===== src/rtl/vector_lane_alu.sv =====
// Serial lane-wise vector ALU execute stage: one LANE_W lane per clock, result
// handed to the vector register write port through a valid/ready handshake.
module vector_lane_alu #(
    parameter int unsigned LANE_W    = 8,
    parameter int unsigned NUM_LANES = 8
) (
    input  logic                          clk,
    input  logic                          rst,
    input  logic                          in_valid,
    output logic                          in_ready,
    input  logic [2:0]                    op,
    input  logic [LANE_W*NUM_LANES-1:0]   vA,
    input  logic [LANE_W*NUM_LANES-1:0]   vB,
    input  logic [LANE_W-1:0]             eA,
    input  logic [2:0]                    dir_esc_in,
    input  logic                          signal_esc_in,
    output logic                          out_valid,
    input  logic                          out_ready,
    output logic [LANE_W*NUM_LANES-1:0]   result,
    output logic [2:0]                    dir_esc_out,
    output logic                          signal_esc_out,
    output logic                          busy
);

    localparam int unsigned VEC_W = LANE_W * NUM_LANES;
    localparam int unsigned CNT_W = $clog2(NUM_LANES);
    localparam int unsigned SH_W  = $clog2(LANE_W);

    typedef enum logic [1:0] {
        IDLE,
        BUSY,
        DONE
    } state_t;

    state_t             state_q;
    logic [CNT_W-1:0]   cnt_q;
    logic [2:0]         op_q;
    logic [VEC_W-1:0]   va_q;
    logic [VEC_W-1:0]   vb_q;
    logic [LANE_W-1:0]  ea_q;
    logic [2:0]         dir_q;
    logic               en_q;
    logic               out_valid_q;
    logic [VEC_W-1:0]   result_q;
    logic [VEC_W-1:0]   result_d;
    logic [LANE_W-1:0]  lane_a;
    logic [LANE_W-1:0]  lane_b;
    logic [LANE_W-1:0]  lane_res;

    always_comb begin
        lane_a = '0;
        lane_b = '0;
        for (int unsigned i = 0; i < NUM_LANES; i++) begin
            if (cnt_q == CNT_W'(i)) begin
                lane_a = va_q[i*LANE_W +: LANE_W];
                lane_b = vb_q[i*LANE_W +: LANE_W];
            end
        end
    end

    // All ops are evaluated at lane width, so wrap-around is implicit.
    always_comb begin
        lane_res = '0;
        case (op_q)
            3'b000:  lane_res = lane_a + lane_b;
            3'b001:  lane_res = lane_a - lane_b;
            3'b010:  lane_res = lane_a ^ lane_b;
            3'b011:  lane_res = lane_a & lane_b;
            3'b100:  lane_res = lane_a | lane_b;
            3'b101:  lane_res = lane_a + ea_q;
            3'b110:  lane_res = lane_a * ea_q;
            default: lane_res = lane_a << ea_q[SH_W-1:0];
        endcase
    end

    always_comb begin
        result_d = result_q;
        for (int unsigned i = 0; i < NUM_LANES; i++) begin
            if (cnt_q == CNT_W'(i)) begin
                result_d[i*LANE_W +: LANE_W] = lane_res;
            end
        end
    end

    always_ff @(posedge clk or posedge rst) begin
        if (rst) begin
            state_q     <= IDLE;
            cnt_q       <= '0;
            op_q        <= '0;
            va_q        <= '0;
            vb_q        <= '0;
            ea_q        <= '0;
            dir_q       <= '0;
            en_q        <= 1'b0;
            out_valid_q <= 1'b0;
            result_q    <= '0;
        end else begin
            case (state_q)
                IDLE: begin
                    if (in_valid) begin
                        op_q     <= op;
                        va_q     <= vA;
                        vb_q     <= vB;
                        ea_q     <= eA;
                        dir_q    <= dir_esc_in;
                        en_q     <= signal_esc_in;
                        cnt_q    <= '0;
                        result_q <= '0;
                        state_q  <= BUSY;
                    end
                end
                BUSY: begin
                    result_q <= result_d;
                    cnt_q    <= cnt_q + 1'b1;
                    if (cnt_q == CNT_W'(NUM_LANES - 1)) begin
                        state_q     <= DONE;
                        out_valid_q <= 1'b1;
                    end
                end
                DONE: begin
                    if (out_ready) begin
                        state_q     <= IDLE;
                        out_valid_q <= 1'b0;
                    end
                end
                default: begin
                    state_q     <= IDLE;
                    out_valid_q <= 1'b0;
                end
            endcase
        end
    end

    assign in_ready       = (state_q == IDLE);
    assign busy           = (state_q != IDLE);
    assign out_valid      = out_valid_q;
    assign result         = result_q;
    assign dir_esc_out    = dir_q;
    assign signal_esc_out = out_valid_q & out_ready & en_q;

endmodule


===== config.mk =====
export PLATFORM = sky130hd
export DESIGN_NAME = vector_lane_alu
export DESIGN_NICKNAME = d
export VERILOG_FILES = /design/src/rtl/vector_lane_alu.sv
export SDC_FILE = /design/constraint.sdc
export NUM_CORES = 1
export LEC_CHECK = 0
export ABC_AREA = 1
export BUFFER_PORTS_ARGS = -buffer_cell sky130_fd_sc_hd__buf_4
export CORE_MARGIN = 3
export CORE_UTILIZATION = 40
export DETAILED_ROUTE_END_ITERATION = 16
export GPL_TIMING_DRIVEN = 0
export PLACE_DENSITY = 0.61
export SLEW_MARGIN = 20
export SYNTH_ARGS = -nofsm -noshare
export SYNTH_HDL_FRONTEND = slang
export SYNTH_SLANG_ARGS = --single-unit

===== constraint.sdc =====
create_clock -name clk -period 7 [get_ports clk]
set_input_delay 0.35 -clock clk [delete_from_list [all_inputs] [get_ports clk]]
set_output_delay 0.35 -clock clk [all_outputs]
set_load 0.05 [all_outputs]

== Word-level counts from Yosys, hierarchy flattened ==
Cells that the tools add are included.

* Bits in registers: 213
* Bits of input ports: 147
* Output and inout bits: 71
* Logic and storage cells: 107

* $add $sub $neg: 4
* Multipliers: 1
* Equal/unequal tests: 25
* Shift operators: 1
* Multiplexer cells: 36
* Bitwise logic cells: 6
* Reductions and logical operators: 17

{| class="wikitable"
|+ Operators by type and width
! operator !! count
|-
| 2-to-1 mux 8 bit || 24
|-
| one-hot mux 64 bit (2 select lines) || 1
|-
| 2-to-1 mux 64 bit || 1
|-
| one-hot mux 8 bit (7 select lines) || 1
|-
| AND reduction 3 bit || 10
|-
| == test 3 bit, second input constant || 7
|-
| != test 2 bit, second input constant || 10
|-
| adder 8 bit || 2
|-
| == test 3 x 2 -> 1 bit, second input constant || 4
|-
| AND 8 bit || 1
|-
| multiplier 8 x 8 -> 8 bit || 1
|-
| bitwise OR 8 bit || 1
|-
| left shift 8 x 3 -> 8 bit || 1
|-
| subtractor 8 bit || 1
|-
| bitwise XOR 8 bit || 1
|-
| == test 3 x 1 -> 1 bit, second input constant || 2
|-
| zero test 3 bit || 2
|-
| 2-to-1 mux 2 bit || 3
|-
| one-hot mux 2 bit (3 select lines) || 1
|-
| one-hot mux 3 bit (2 select lines) || 1
|-
| AND reduction 2 bit || 2
|-
| nonzero test 2 bit || 2
|-
| adder 3 x 1 -> 3 bit, second input constant || 1
|-
| 2-to-1 mux 3 bit || 1
|-
| 7 further kinds || 9
|}

== Depth between registers and ports, before layout ==
* Depth in word-level cells: 13
* Depth in mapped cells: 41
* Gate-level depth less buffers: 41

== Least setup slack after synthesis ==
Ideal clock, no wire load.

* Path type: flip-flop to flip-flop
* From: reg cnt_q[2]
* To: reg result_q[15], in the netlist result[15]
* Library setup time: 118 ps
* Arrival time: 5273 ps
* Required time: 6882 ps
* Slack: 1609 ps
* Stages on the path, launching flop included: 38
* Buffers on the path: 2
* Period minus slack after synthesis: 5391 ps
* Cell sequence: dfrtp_1 inv_4 buf_4 ha_1 clkbuf_1 nand2_1 nand2_1 nand2_1 nand2_1 nand2_1 nand2_2 nand2_2 inv_1 nand2_1 fa_1 fa_1 inv_1 fa_1 [... 2 more ...] inv_1 ha_1 nand2_1 nand2_1 a31oi_1 inv_1 nand4_1 nand2_1 nand2_1 nand2_1 inv_1 nand2_1 nand3_1 nand2_1 nand2_2 nand3_4 nand3_1 nand2_1

* Longest elaborated chain between the ends: 13
* Elaborated cells on any way between the ends: 37
* Classes of those cells: 3 x add/sub; 1 x mul; 8 x eq/ne; 1 x shift; 19 x mux; 3 x bitwise; 2 x reduce/logical

{| class="wikitable"
|+ Ends and longest elaborated chain
! item !! line !! text
|-
| start, declared || 36 || <nowiki>logic [CNT_W-1:0] cnt_q;</nowiki>
|-
| start signal, assigned || 114 || <nowiki>cnt_q <= cnt_q + 1'b1;</nowiki>
|-
| zero test 3 bit || 54 || <nowiki>if (cnt_q == CNT_W'(i)) begin</nowiki>
|-
| 2-to-1 mux 8 bit (8 in series) || 54 ||
|-
| multiplier 8 x 8 -> 8 bit (tied with other cells) || 71 || <nowiki>3'b110: lane_res = lane_a * ea_q;</nowiki>
|-
| one-hot mux 8 bit (7 select lines) || 64 || <nowiki>case (op_q)</nowiki>
|-
| 2-to-1 mux 8 bit || 79 || <nowiki>if (cnt_q == CNT_W'(i)) begin</nowiki>
|-
| one-hot mux 64 bit (2 select lines) || 98 || <nowiki>case (state_q)</nowiki>
|-
| end signal, assigned || 113 || <nowiki>result_q <= result_d;</nowiki>
|-
| end, declared || 44 || <nowiki>logic [VEC_W-1:0] result_q;</nowiki>
|}

Parallel ways exist; a longest one is shown, timed or not. The select of a mux whose other input is x is not followed.
A chain may end at the register's enable or synchronous reset.

== Final worst setup path ==
* From: reg cnt_q[2]
* To: reg result_q[7], in the netlist result[7]

* Longest elaborated chain between the ends: 13
* Elaborated cells on any way between the ends: 37
* Classes of those cells: 3 x add/sub; 1 x mul; 8 x eq/ne; 1 x shift; 19 x mux; 3 x bitwise; 2 x reduce/logical

{| class="wikitable"
|+ Ends and longest elaborated chain
! item !! line
|-
| zero test 3 bit || 54, 79
|-
| 2-to-1 mux 8 bit (8 in series) || 54
|-
| multiplier 8 x 8 -> 8 bit (tied with other cells) || 71
|-
| one-hot mux 8 bit (7 select lines) || 64
|-
| 2-to-1 mux 8 bit || 79
|-
| one-hot mux 64 bit (2 select lines) || 98
|}

Parallel ways exist; a longest one is shown, timed or not. The select of a mux whose other input is x is not followed.

==> metrics <==
gpl congestion=0.884; clock root cell=clkbuf_16; starting density of the core=0.411; Worst Path Max Fanout=10; simple logic cell fraction of the synthesized area=0.304; Critical-path top delay cell=fa_1; Tightest Pin Transition=0.967 ns; Tmin final=6.55 ns; fraction of layout cells with a size suffix above 1=0.176; share of flip-flops with an asynchronous set or reset=1.00; clk slew on worst S/H paths=0.06 ns; core area=0.0290 sq mm; via/cell ratio=4.91; largest net degree at the start of global routing=87; Compound-Gate Fraction of Synth Area=0.0915; area of placed instances=0.0141 sq mm; DRC viols=0; CP peak stage delay=approximately 0.53 ns; post-route non-filler standard cell count=2290; Area Growth Syn to Fin=28.6%; most frequent cell after synthesis=nand2_1; Synth area leaders=dfrtp_1 45%, nand2_1 22%, inv_1 5.1%; latest clock arrival within the worst-skew pair=0.54 ns; All-Layer GR Usage=0.244; setup bufs post-CTS=0; Commonest cells post-synth=687 x nand2_1, 213 x dfrtp_1, 163 x inv_1; HPWL after DPL=29500 microns; CP endpoint kind=flip-flop; Worst setup SP type=flip-flop; RSZ-0062 raised after global routing=no; Adder-Cell Fraction of Synth Area=0.0702; endpoints failing hold=0; Synth cell types=52; first-pass iteration count of the detailed router=5; Non-Filler Cell Area, Final=0.0153 sq mm; worst hold-check path type=primary input to flip-flop; DIE AREA=0.0319 sq mm; num rows=62; Port Buffer Count=217; largest area contributor in the netlist=dfrtp_1; clk_skew=0.0147 ns; CP most frequent cell=nand2_1; CTS tree=done; number of max-cap violations=0; gr ovfl total=0; family with the most delay on the worst path=adder cells; Vias=11253; CTS Sinks=213; Top FF cell, synth=dfrtp_1; mux cell area share after synthesis=0; Final ANT Viol Nets=0; slew margin rel.=0.353; # fillers=a little under 3000; initial antenna violation count=0; Synth Area in XOR/XNOR=0.00662; Worst EP arrival=6.97 ns; Req. time, crit path=7.42 ns; post-synth top area share=0.447; final worst-path cycle share=0.936; top-level I/O count=218; vias in the first global route=10833; WS Path Type=flip-flop to flip-flop; Mapped Area=0.0119 sq mm; clock tree buffer depth=3; dpl cells=between 2000 and 2500; Worst Path Buf+Inv=10; post-synthesis sequential area ratio=0.447; global-route wire length before repair=60100 microns; routed len/inst=16.9 microns; Post-Synthesis Net Count=around 1800; fmax=0.153 GHz; Syn Area/Cell=~7.4 sq um; Nets=2094; Setup WS post-layout=about 0.45 ns; fin util=0.528; pre-CTS setup slack=0.340 ns; largest family of logic cells by synthesized area=simple AND/OR/NAND/NOR gates; Total Wirelength=38700 microns; Die Y=~180 microns; initial DRC count=roughly 780; Post-synth EDFFs=0; Slew Limit Fails=0; endpoints failing setup=0; die width=approximately 180 microns; #FFs+latches synth=between 200 and 250; CTS Buf Count=24; synthesis warning total=0; status=complete, no violations; Synth Instances=1602; number of H-tree levels=1
-- logic make-up after synthesis --
kind of cell | after synthesis
DFF | 213
and+or+nand+nor | 890
xor gates and xnor gates | 9
AOI/OAI and AO/OA | 189
adders and majority gates | 59
buffers and inverters | 242
-- cells in the final DEF, fill, tap and decap left out, types with 3 or more instances in the layout --
master / netlist / final
inv_2: 8 / 8
clkbuf_16: 0 / 24
clkinv_1: 4 / 4
o2111ai_1: 5 / 5
nand2_1: 687 / 687
or2_1: 3 / 3
nor2_1: 81 / 81
o22ai_1: 7 / 7
o21ai_0: 105 / 105
clkbuf_1: 46 / 51
buf_4: 5 / 222
or2_2: 11 / 11
nand2_4: 4 / 4
inv_1: 163 / 162
clkbuf_8: 0 / 3
a22oi_1: 5 / 5
nand2_2: 14 / 14
fa_1: 13 / 13
ha_1: 46 / 46
buf_1: 3 / 3
o221ai_1: 3 / 3
clkinvlp_4: 0 / 4
a21oi_2: 3 / 3
nand4_1: 4 / 4
buf_2: 10 / 10
dfrtp_1: 213 / 212
nand3_2: 5 / 5
xor2_1: 7 / 7
o21ai_1: 14 / 14
a21oi_1: 30 / 30
dlygate4sd3_1: 0 / 41
nand3_1: 71 / 71
-- per-stage QoR --
stage	hold WS (ns)	TNS, ns
2_1_floorplan	0.441	0
3_3_place_gp	0.456	-354.93
3_5_place_dp	0.408	0
4_1_cts	0.000165	0
5_1_grt	0.00784	0
6_report	0.0125	0
-- state kept, by name (all words and copies together) (netlist names) --
| name | cells |
|---|---|
| cnt_q | 3 |
| dir_esc_out | 3 |
| ea_q | 8 |
| en_q | 1 |
| op_q | 3 |
| out_valid | 1 |
| result | 64 |
| state_q | 2 |
| va_q | 64 |
| vb_q | 64 |
-- path summary, 6_finish.rpt --
kind / endpoint / slack (ns) / from / cells past startpoint
max: result[7] / 0.45 / cnt_q[2] / 39
min: dir_esc_out[2] / 0.01 / dir_esc_in[2] / 3
max reg2reg: result[7] / 0.45 / cnt_q[2] / 39
min reg2reg: va_q[56] / 0.48 / va_q[56] / 2
max in group asynchronous: ea_q[0] / 5.81 / rst / 4
min in group asynchronous: va_q[0] / 0.38 / rst / 3
-- tightest hold or removal path, cell delays in order --
cell and delay [ns]:
buf_4 0.08, nand2_1 0.04, nand2_1 0.04
-- cell type report --
cell class	count	area (sq um)	area share
Inverter	176	671	0.0438
Clock inverter	10	139	0.00907
Multi-Input combinational cell	1147	5630	0.368
Clock buffer	33	664	0.0434
Sequential cell	213	5330	0.348
Antenna cell	1	2.50	0.000163
Tap cell	384	480	0.0314
Timing Repair Buffer	260	2090	0.137
Buffer	66	299	0.0195
-- repair_timing --
| action | CTS | global route |
|---|---|---|
| hold endpoints to repair | 96 | 0 |
| hold buffers | 41 | 0 |
| resized for setup | 0 | 4 |
| endpoints found under the setup margin | 0 | 8 |
-- routing by layer --
| metal | track usage | vias up | share of wire | routed length [microns] |
|---|---|---|---|---|
| li1 | - | 5569 | - | - |
| met1 | 0.341 | 5252 | 0.45 | 17500 |
| met4 | 0.0545 | 0 | 0.022 | 858 |
| met5 | 0 | - | 0 | 0 |
| met2 | 0.405 | 370 | 0.46 | 18000 |
| met3 | 0.0304 | 62 | 0.062 | 2410 |
Power is not shown: default switching activity piles up to over one toggle a cycle in this logic, so the estimate is an artifact.
